$ cat src/rtl/series_sum_engine.sv
// -----------------------------------------------------------------------------
// series_sum_engine
//
// Sums f(k) for k = lo..hi (inclusive), one term per clock, where f(k) is
// selected by mode: k, k^2, k^3, or k-if-odd-else-0. The sum wraps modulo
// 2^S_W and a sticky ovf flag records any carry out of the accumulator.
//
// Ports
//   clk     in   1      rising-edge clock
//   rst_n   in   1      asynchronous active-low reset
//   start   in   1      request a new computation (accepted in IDLE or DONE)
//   mode    in   2      term function select
//   lo      in   N_W    first index, unsigned
//   hi      in   N_W    last index, unsigned, inclusive
//   busy    out  1      high while terms are being accumulated
//   done    out  1      one-cycle pulse: result/ovf are valid
//   result  out  S_W    sum modulo 2^S_W, held until the next accepted start
//   ovf     out  1      sticky carry-out flag for the current run
//
// S_W must be at least 3*N_W so that a single cube term always fits.
// -----------------------------------------------------------------------------
module series_sum_engine #(
  parameter int N_W = 8,
  parameter int S_W = 24
) (
  input  logic           clk,
  input  logic           rst_n,
  input  logic           start,
  input  logic [1:0]     mode,
  input  logic [N_W-1:0] lo,
  input  logic [N_W-1:0] hi,
  output logic           busy,
  output logic           done,
  output logic [S_W-1:0] result,
  output logic           ovf
);

  localparam int T_W = 3 * N_W;

  typedef enum logic [1:0] {
    IDLE = 2'd0,
    RUN  = 2'd1,
    DONE = 2'd2
  } state_t;

  state_t         state_q;
  logic [1:0]     mode_q;
  logic [N_W-1:0] hi_q;
  logic [N_W-1:0] k_q;
  logic [S_W-1:0] acc_q;
  logic           ovf_q;
  logic           busy_q;
  logic           done_q;

  logic [T_W-1:0] term_w;
  logic [S_W:0]   acc_d;

  // Term evaluated at full 3*N_W width so k^3 is exact for every index.
  function automatic logic [T_W-1:0] term_f(input logic [1:0]     m,
                                            input logic [N_W-1:0] k);
    logic [T_W-1:0] kx;
    kx = T_W'(k);
    case (m)
      2'b00:   term_f = kx;
      2'b01:   term_f = kx * kx;
      2'b10:   term_f = kx * kx * kx;
      default: term_f = k[0] ? kx : '0;
    endcase
  endfunction

  // Wrapping add; the extra top bit is the carry that feeds the sticky flag.
  function automatic logic [S_W:0] acc_add_f(input logic [S_W-1:0] a,
                                             input logic [T_W-1:0] t);
    acc_add_f = {1'b0, a} + (S_W+1)'(t);
  endfunction

  always_comb begin
    term_w = term_f(mode_q, k_q);
    acc_d  = acc_add_f(acc_q, term_w);
  end

  // Operand capture: only on an accepted start, so input changes during RUN
  // are invisible to the running computation.
  always_ff @(posedge clk) begin
    if (start && (state_q != RUN)) begin
      mode_q <= mode;
      hi_q   <= hi;
    end
  end

  always_ff @(posedge clk or negedge rst_n) begin
    if (!rst_n) begin
      state_q <= IDLE;
      k_q     <= '0;
      acc_q   <= '0;
      ovf_q   <= 1'b0;
      busy_q  <= 1'b0;
      done_q  <= 1'b0;
    end else begin
      case (state_q)
        IDLE, DONE: begin
          state_q <= IDLE;
          busy_q  <= 1'b0;
          done_q  <= 1'b0;
          if (start) begin
            acc_q <= '0;
            ovf_q <= 1'b0;
            k_q   <= lo;
            if (lo <= hi) begin
              state_q <= RUN;
              busy_q  <= 1'b1;
            end else begin
              // Empty range: report zero on the very next cycle.
              state_q <= DONE;
              done_q  <= 1'b1;
            end
          end
        end
        RUN: begin
          acc_q <= acc_d[S_W-1:0];
          ovf_q <= ovf_q | acc_d[S_W];
          // Test for the last index before incrementing, so hi at the top
          // of the index range never wraps k.
          if (k_q == hi_q) begin
            state_q <= DONE;
            busy_q  <= 1'b0;
            done_q  <= 1'b1;
          end else begin
            k_q <= k_q + 1'b1;
          end
        end
        default: begin
          state_q <= IDLE;
          busy_q  <= 1'b0;
          done_q  <= 1'b0;
        end
      endcase
    end
  end

  assign busy   = busy_q;
  assign done   = done_q;
  assign result = acc_q;
  assign ovf    = ovf_q;

endmodule

$ cat config.mk
export PLATFORM = sky130hd
export DESIGN_NAME = series_sum_engine
export DESIGN_NICKNAME = d
export VERILOG_FILES = /design/src/rtl/series_sum_engine.sv
export SDC_FILE = /design/constraint.sdc
export NUM_CORES = 1
export LEC_CHECK = 0
export CAP_MARGIN = 20
export CELL_PAD_IN_SITES_DETAIL_PLACEMENT = 0
export CELL_PAD_IN_SITES_GLOBAL_PLACEMENT = 1
export CORE_MARGIN = 3
export CORE_UTILIZATION = 46
export DETAILED_ROUTE_END_ITERATION = 6
export GPL_ROUTABILITY_DRIVEN = 0
export PLACE_DENSITY_LB_ADDON = 0.3
export SLEW_MARGIN = 20
export SYNTH_ARGS = -nofsm -noshare
export SYNTH_HDL_FRONTEND = slang
export SYNTH_SLANG_ARGS = --single-unit
$ cat constraint.sdc
create_clock -name clk -period 13.6 [get_ports clk]
set_clock_uncertainty 0.15 [all_clocks]
set_input_delay 2.72 -clock clk [delete_from_list [all_inputs] [get_ports clk]]
set_output_delay 2.72 -clock clk [all_outputs]
set_load 0.01 [all_outputs]
# ---- Word-level counts from Yosys, hierarchy flattened
# Index checks and enable logic that the tools add are counted.
dict set report totals {
  ff_bits 47
  in_bits 21
  output_inout_bits 27
  word_cells 51
}
dict set report classes {
  add_sub_neg 2
  multipliers 2
  magnitude_cmp 1
  eq_ne 9
  mux 21
  bitwise 1
  reduce_logical 7
}
# cell n
set ops {}
lappend ops {{24-bit case mux with 3 select lines} 1}
lappend ops {{24-bit case mux with 2 select lines} 1}
lappend ops {{24-bit by 24-bit adder with 25-bit output} 1}
lappend ops {{16-bit by 8-bit multiplier with 24-bit output} 1}
lappend ops {{24-bit two-way mux} 1}
lappend ops {{8-bit two-way mux} 3}
lappend ops {{8-bit by 8-bit multiplier with 16-bit output} 1}
lappend ops {{8-bit case mux with 2 select lines} 1}
lappend ops {{8-bit by 1-bit adder with 8-bit output, second input constant} 1}
lappend ops {{8-bit == test} 1}
lappend ops {{8-bit <= comparator} 1}
lappend ops {{1-bit two-way mux} 7}
lappend ops {{2-bit two-way mux} 3}
lappend ops {{2-bit inequality test, second input constant} 3}
lappend ops {{1-bit case mux with 2 select lines} 3}
lappend ops {{2-bit by 1-bit == test with 1-bit output, second input constant} 2}
lappend ops {{2-bit == test, second input constant} 2}
lappend ops {{2-bit zero test} 2}
lappend ops {{2-bit case mux with 2 select lines} 1}
lappend ops {{3-bit AND reduction} 1}
lappend ops {{2-bit by 1-bit inequality test with 1-bit output, second input constant} 1}
lappend ops {{2-bit AND reduction} 1}
lappend ops {{2-bit nonzero test} 1}
lappend ops {{2-bit OR reduction} 1}
lappend ops {{other kinds (2)} 2}

# ---- Logic depth before layout (Yosys ltp)
# Gate-level depths: netlist (run 1).
dict set report logic_depth {
  ltp_word 6
  mapped_depth 40
  ltp_nobuf 38
}

# ---- Worst setup path after synthesis (run 1)
# Ideal clock, no wire load.
dict set report synth_timing {
  kind {reg-to-reg}
  start {reg k_q[0]}
  end {reg acc_q[21], in the netlist result[21]}
  setup_time_ns 0.122
  t_arrival_ns 9.561
  path_slack_ns 3.767
  stages_incl_launch_ff 39
  synth_period_minus_slack_ns 9.833
  path_cell_list {dfrtp_1 clkbuf_1 clkinv_1 nor2_1 ha_1 a31o_2 fa_1 inv_1 fa_1 fa_1 inv_1 ha_1 o21a_1 o21a_1 and4_4 a2111oi_4 xnor2_1 nand2_1 (+3 left out) fa_1 inv_1 fa_1 inv_1 ha_1 and3_1 and4_1 o21ai_1 a21oi_1 o21a_1 nor3_1 ha_1 clkbuf_1 a21o_1 a31oi_1 nor2b_1 or4_1 a32o_1}
}
dict set report synth_via {
  elab_chain_len 5
  word_cells_on_any_way 6
  classes_between {add/sub: 1; mul: 2; mux: 3}
}
# element line
set synth_lines {}
lappend synth_lines {{start, declared} 49} ;# logic [N_W-1:0] k_q;
lappend synth_lines {{start signal, assigned} 108} ;# k_q <= lo;
lappend synth_lines {{start signal, assigned} 129} ;# k_q <= k_q + 1'b1;
lappend synth_lines {{8-bit by 8-bit multiplier with 16-bit output} {65, 66}}
lappend synth_lines {{16-bit by 8-bit multiplier with 24-bit output} 66} ;# 2'b10: term_f = kx * kx * kx;
lappend synth_lines {{24-bit case mux with 3 select lines (*)} 63} ;# case (m)
lappend synth_lines {{24-bit by 24-bit adder with 25-bit output (*)} 74} ;# acc_add_f = {1'b0, a} + (S_W+1)'(t);
lappend synth_lines {{24-bit case mux with 2 select lines (*)} 100} ;# case (state_q)
lappend synth_lines {{end signal, assigned} 120} ;# acc_q <= acc_d[S_W-1:0];
lappend synth_lines {{end, declared} 50} ;# logic [S_W-1:0] acc_q;
# Mark *: on every way between the ends. The rest lies on a longest branch, timed or not.
# A chain may end at the register's enable or synchronous reset.

# ---- Worst setup path after layout (run 1)
# Same ends and word-level chain as after synthesis.

==> results.yml, run 1 <==
timing:
  max_freq_ghz: 0.0872
  max-slew-margin-rel_pct: 28.6
  fin_tns_setup_ps: 0
  final.min_clock_period_ps: 11470
  min_period_over_period_pct: 84.3
  setup_viol: 0
  rsz0062_at_grt: "no"
  slew_violations: 0
  hold_violations: 0
  worst_slew_pin_slew_ps: 1070
  holdWs_ps: 369
setup_path:
  rrSetupSlack_ps: 2130
  crit_path_end_kind: "flop"
  crit_start: "k_q[0]$_DFFE_PN0P_"
  cpMostUsedCell: "fa_1"
  setup.worst_path.class: "reg2reg"
  crit_required_ps: 13630
  cp.arrival_ps: 11500
  start_kind: "flop"
  critPathMaxFanout: 20
  reg2reg_from: "k_q[0]$_DFFE_PN0P_"
  cp_slowest_stage_delay_ps: 820
  crit_path_top_delay_cell: "dfrtp_1"
  reg2reg_depth: 37
  worst_r2r_endpoint: "result[21]$_DFFE_PN0P_"
clocking:
  clock_tree.root_cell: "clkbuf_16"
  cts.sinks: 45
  clockBufferDepth: 2
  tritoncts: "done"
  cts_buffers: 5
  hold_buffers: 0
  postCtsSetupRepairBufs: 0
  clk_latency_ps: 300
  cts_resized: 0
  path_clk_slew_ps: 70
  h-tree-depth: 2
die:
  rows: 50
  die_height_um: 145
  die_w_um: 145
  ios: 48
  start_util_pct: 47.3
  die_area_sq_um: 21100
  core-area_sq_um: 18900
hold_path:
  hold_end: "result[19]$_DFFE_PN0P_"
  holdPathStages: 2
  hp-class: "reg2reg"
  hp-start: "result[19]$_DFFE_PN0P_"
finish:
  nets: 1310
  drive_gt1_share_pct: 3.25
  post-route-util_pct: 51.9
  nFillCells: 1861
  diodes: 0
  fin_area_sq_um: 9800
  multiInputGateArea_sq_um: 7040
  seq_area_sq_um: 1180
  syn_to_final_growth_pct: 9.75
drt:
  drc: 0
  dr.pass1.iters: 5
  viasPerCell: 5.56
  drt_iter0_drc: 481
  vias: 7445
  wl_per_cell_um: 17.3
  finalWirelength_um: 23200
  final_antenna_net_count: 0
yosys:
  syn-num-nets: 1287
  yosysTopAreaCellShare_pct: 22.9
  synth_edf_count: 10
  syn_inst: 1054
  postSynthAreaPerCell_sq_um: 8.47
  synth.area.top_cells: "fa_1 23%, ha_1 15%, dfrtp_1 9.8%"
  ys_ff_latch: 45
  yosysUniqueCellTypes: 66
  ys.warnings.count: 0
  yosys_most_used_dff: "dfrtp_1"
  yosysTopAreaCell: "fa_1"
  synth-seq-area-share_pct: 13.2
  async_flop_share_pct: 77.8
  synth.cell_area_sq_um: 8930
place:
  placement.cell_area_sq_um: 9630
  portBuffers: 47
  hpwl_um: 18300
job:
  drv_cap: 0
grt:
  grt_first_pass_wirelength_um: 38400
  overflow: 0
  track_usage_pct: 22.0
  grt_max_degree: 36
  antenna_found_initial: 0
  grt_pass1_vias: 7444
outcome:
  outcome: "finished clean"
==> sequential cells by signal, summed over array words and instances (netlist names) <==
register	count
k_q	8
state_q	2
ovf	1
result	24
mode_q	2
hi_q	8
==> kinds of logic (layout without fill, tap and decap cells) <==
group,Yosys count,in the layout,share of synthesized area (%)
compound gates,228,228,16.6
xor+xnor,47,47,4.61
fa+ha+maj,212,212,38.3
buf+inv,189,213,8.08
flops,45,45,13.2
mux,6,6,0.672
simple gates,327,327,18.6
==> synth_stat cells (all sizes together) (3+ instances only) <==
| cell type | n |
|---|---|
| inv | 143 |
| ha | 110 |
| fa | 102 |
| nand2 | 99 |
| and2 | 82 |
| a21oi | 67 |
| o21ai | 61 |
| nor2 | 50 |
| clkbuf | 37 |
| dfrtp | 35 |
| xnor2 | 32 |
| a21o | 20 |
| nor3 | 17 |
| xor2 | 15 |
| nand3 | 14 |
| nand4 | 14 |
| edfxtp | 10 |
| nor2b | 10 |
| and3 | 9 |
| nand2b | 9 |
| o211ai | 9 |
| o21a | 8 |
| or3 | 7 |
| a211oi | 6 |
| a31oi | 6 |
| a32o | 6 |
| mux2i | 6 |
| and4 | 5 |
| clkinv | 5 |
| o21bai | 5 |
| or2 | 5 |
| a222oi | 4 |
| a22o | 4 |
| a22oi | 4 |
| buf | 4 |
| o22ai | 4 |
| o31ai | 4 |
| o2111ai | 3 |
==> per-layer routing <==
layer,wire [um],vias to the layer above,GRT usage [%]
met4,338,0,4.37
li1,-,3608,-
met1,11200,3647,32.1
met2,10700,171,36.5
met5,0,-,0
met3,968,19,1.56
==> metrics by stage <==
step                      worst slack (ps)  instances
after floorplan                       3770       1054
after global placement                2290       1330
after detailed placement              2250       1330
after CTS                             2210       1338
after global routing                  1530       1338
final                                 2130       1338
==> final cells by class <==
cell class	count	share of cell area (%)
Tap cell	260	3.32
Multi-Input combinational cell	820	71.8
Clock inverter	3	0.447
Timing Repair Buffer	57	5.51
Clock buffer	5	1.28
Sequential cell	45	12.0
Inverter	148	5.67
==> worst max-delay path, delay by kind of cell, from the launching register on <==
kind / cells / cell delay (ps)
and+or+nand+nor: 8 / 1820
adders and majority gates: 11 / 5050
xor gates and xnor gates: 2 / 570
AOI/OAI and AO/OA: 10 / 2140
DFF: 1 / 820
buffers and inverters: 6 / 740
==> placed cells by master (no fill, tap or decap), drive strengths merged, types with 7 or more instances in the layout <==
master         instances
inv                  144
ha                   110
nand3                 14
nand4                 14
a21o                  20
or3                    7
buf                   11
nor3                  17
nor2b                 10
nor2                  50
o21a                   8
o211ai                 9
fa                   102
o21ai                 61
nand2                 99
xnor2                 32
clkdlybuf4s50         46
xor2                  15
nand2b                 9
edfxtp                10
and3                   9
a21oi                 67
and2                  82
dfrtp                 35
==> worst max path at each step <==
stage | cells past startpoint | to | slack, ps
detailed placement | 37 | result[21]$_DFFE_PN0P_ | 2250
CTS | 37 | result[21]$_DFFE_PN0P_ | 2210
floorplan | 38 | result[21]$_DFFE_PN0P_ | 3770
global placement | 37 | result[21]$_DFFE_PN0P_ | 2290
finish | 37 | result[21]$_DFFE_PN0P_ | 2130
global route | 37 | result[21]$_DFFE_PN0P_ | 1530
Power of run 1 is left out: the tool's default activity adds up to more than one toggle a clock period on the data nets, which glitch-free logic cannot reach.
==> run 2, diff against run 1 <==
- CORE_UTILIZATION: 46 -> 43
- clock period: 13.6 -> 9.5 ns (I/O delays scaled with it)
==> run 2 against run 1 <==
  * First-iteration DRC count fell by 13%
  * Critical path depth shrank 2
  * Utilization increased by 4.4 points
  * Cell count rose by 11%
  * Sequential cell count unchanged
  * Critical path type unchanged
  * Highest routed layer unchanged
==> results.yml, run 2 (synthesis gave the netlist of run 1 again) <==
drt:
  drc: 0
  drt_iter0_drc: 418
  wl_met3_um: 765
  wl_per_cell_um: 16.4
  dr.pass1.iters: 5
  wl_met1_um: 11600
  dr_wl_met2_um: 11600
  highest_layer: "met4"
  vias: 7879
  viasPerCell: 5.32
  final_antenna_net_count: 0
  finalWirelength_um: 24300
die:
  start_util_pct: 44.0
  die_height_um: 150
  core-area_sq_um: 20300
  die_area_sq_um: 22500
  rows: 52
  ios: 48
  die_w_um: 150
place:
  portBuffers: 47
  dp.cells: 1449
  placement.cell_area_sq_um: 10500
  dp_slack_ps: -231
  hpwl_um: 19700
setup_path:
  setup.worst_path.class: "reg2reg"
  crit_required_ps: 9530
  reg2reg_depth: 35
  critPathMaxFanout: 6
  cpMostUsedCell: "fa_1"
  crit_path_end_kind: "flop"
  crit_path_top_delay_cell: "fa_1"
  reg2reg_from: "k_q[3]$_DFFE_PN0P_"
  rrSetupSlack_ps: 250
  worst_r2r_endpoint: "result[21]$_DFFE_PN0P_"
  worst-path-buf-inv: 7
  cp_slowest_stage_delay_ps: 530
  crit_family: "adder cells"
  start_kind: "flop"
  cp.arrival_ps: 9270
grt:
  grt_first_pass_wirelength_um: 39700
  track_usage_pct: 21.7
  grt_pass1_vias: 7880
  antenna_found_initial: 0
  grt_max_degree: 36
  overflow: 0
finish:
  final_common_cell: "buf_4"
  syn_to_final_growth_pct: 27.9
  nFillCells: 1896
  final_cells: 1482
  seq_area_sq_um: 1180
  nets: 1444
  mostFrequentLayoutCells: "138 x buf_4, 134 x inv_1, 98 x fa_1"
  fin_area_sq_um: 11400
  diodes: 0
  drive_gt1_share_pct: 22.1
  largest_register_ffs: 24
  multiInputGateArea_sq_um: 7600
hold_path:
  hp-class: "reg2reg"
  hold_end: "result[18]$_DFFE_PN0P_"
  hp-start: "result[18]$_DFFE_PN0P_"
  holdPathStages: 1
clocking:
  tritoncts: "done"
  cts.sinks: 45
  clockBufferDepth: 2
  clk_latency_ps: 290
  hold_buffers: 0
  cts_buffers: 5
  clock_tree.root_cell: "clkbuf_16"
  path_clk_slew_ps: 70
  h-tree-depth: 2
timing:
  hold_violations: 0
  layout_setup_ws_ps: 253
  final.min_clock_period_ps: 9250
  holdWs_ps: 377
  max-slew-margin-rel_pct: 32.9
  max_freq_ghz: 0.108
  min_period_over_period_pct: 97.3
  slew_violations: 0
  worst_slew_pin_slew_ps: 1000
  setup_viol: 0
job:
  drv_cap: 0
outcome:
  outcome: "finished clean"
## run 2: changes by cell type in the layout (fill, tap and decap cells not counted), sizes merged
| cell | previous run | this run |
|---|---|---|
| buf | 11 | 145 |
| clkinv | 6 | 2 |
| inv | 144 | 148 |
## run 2: worst max path at each step
stage / cells past startpoint / start / endpoint
after floorplan: 38 / k_q[7]$_DFFE_PN0P_ / result[21]$_DFFE_PN0P_
after global placement: 37 / k_q[4]$_DFFE_PN0P_ / result[21]$_DFFE_PN0P_
after detailed placement: 36 / k_q[5]$_DFFE_PN0P_ / result[21]$_DFFE_PN0P_
after CTS: 35 / k_q[3]$_DFFE_PN0P_ / result[21]$_DFFE_PN0P_
after global routing: 37 / k_q[4]$_DFFE_PN0P_ / result[21]$_DFFE_PN0P_
final: 35 / k_q[3]$_DFFE_PN0P_ / result[21]$_DFFE_PN0P_
## run 2: repair_timing
item,CTS,global route
gates cloned,0,0
pin swaps,10,85
endpoints found under the setup margin,11,12
setup buffers,5,21
gates resized for setup,20,106
## run 2: metal layers
| metal | vias up | GRT usage, % |
|---|---|---|
| li1 | 3889 | - |
| met1 | 3821 | 31.9 |
| met2 | 148 | 36.0 |
| met3 | 21 | 1.44 |
| met4 | 0 | 3.71 |
| met5 | - | 0 |
## run 2: cell type report
cell class	count	share of cell area, %
Multi-Input combinational cell	820	66.5
Timing Repair Buffer	191	13.8
Sequential cell	45	10.3
Inverter	148	4.97
Tap cell	270	2.96
Clock buffer	5	1.10
Clock inverter	3	0.383
## run 2: metrics by stage
step	utilization [%]	TNS [ps]
after floorplan	-	0
after global placement	51.7	-1130
after detailed placement	51.7	-1240
after CTS	53.1	-46.3
after global routing	56.3	-92.9
final	56.3	0
## run 2: worst register-to-register path: cells and delay by family, from the launching register on
| family | cells | cell delay, ps |
|---|---|---|
| adder cells (fa/ha/maj) | 11 | 4420 |
| AO/OA/AOI/OAI | 11 | 2010 |
| AND/OR/NAND/NOR | 5 | 1290 |
| XOR/XNOR | 1 | 180 |
| flip-flops | 1 | 420 |
| buffers and inverters | 7 | 670 |
Power of run 2 is left out for the same reason.
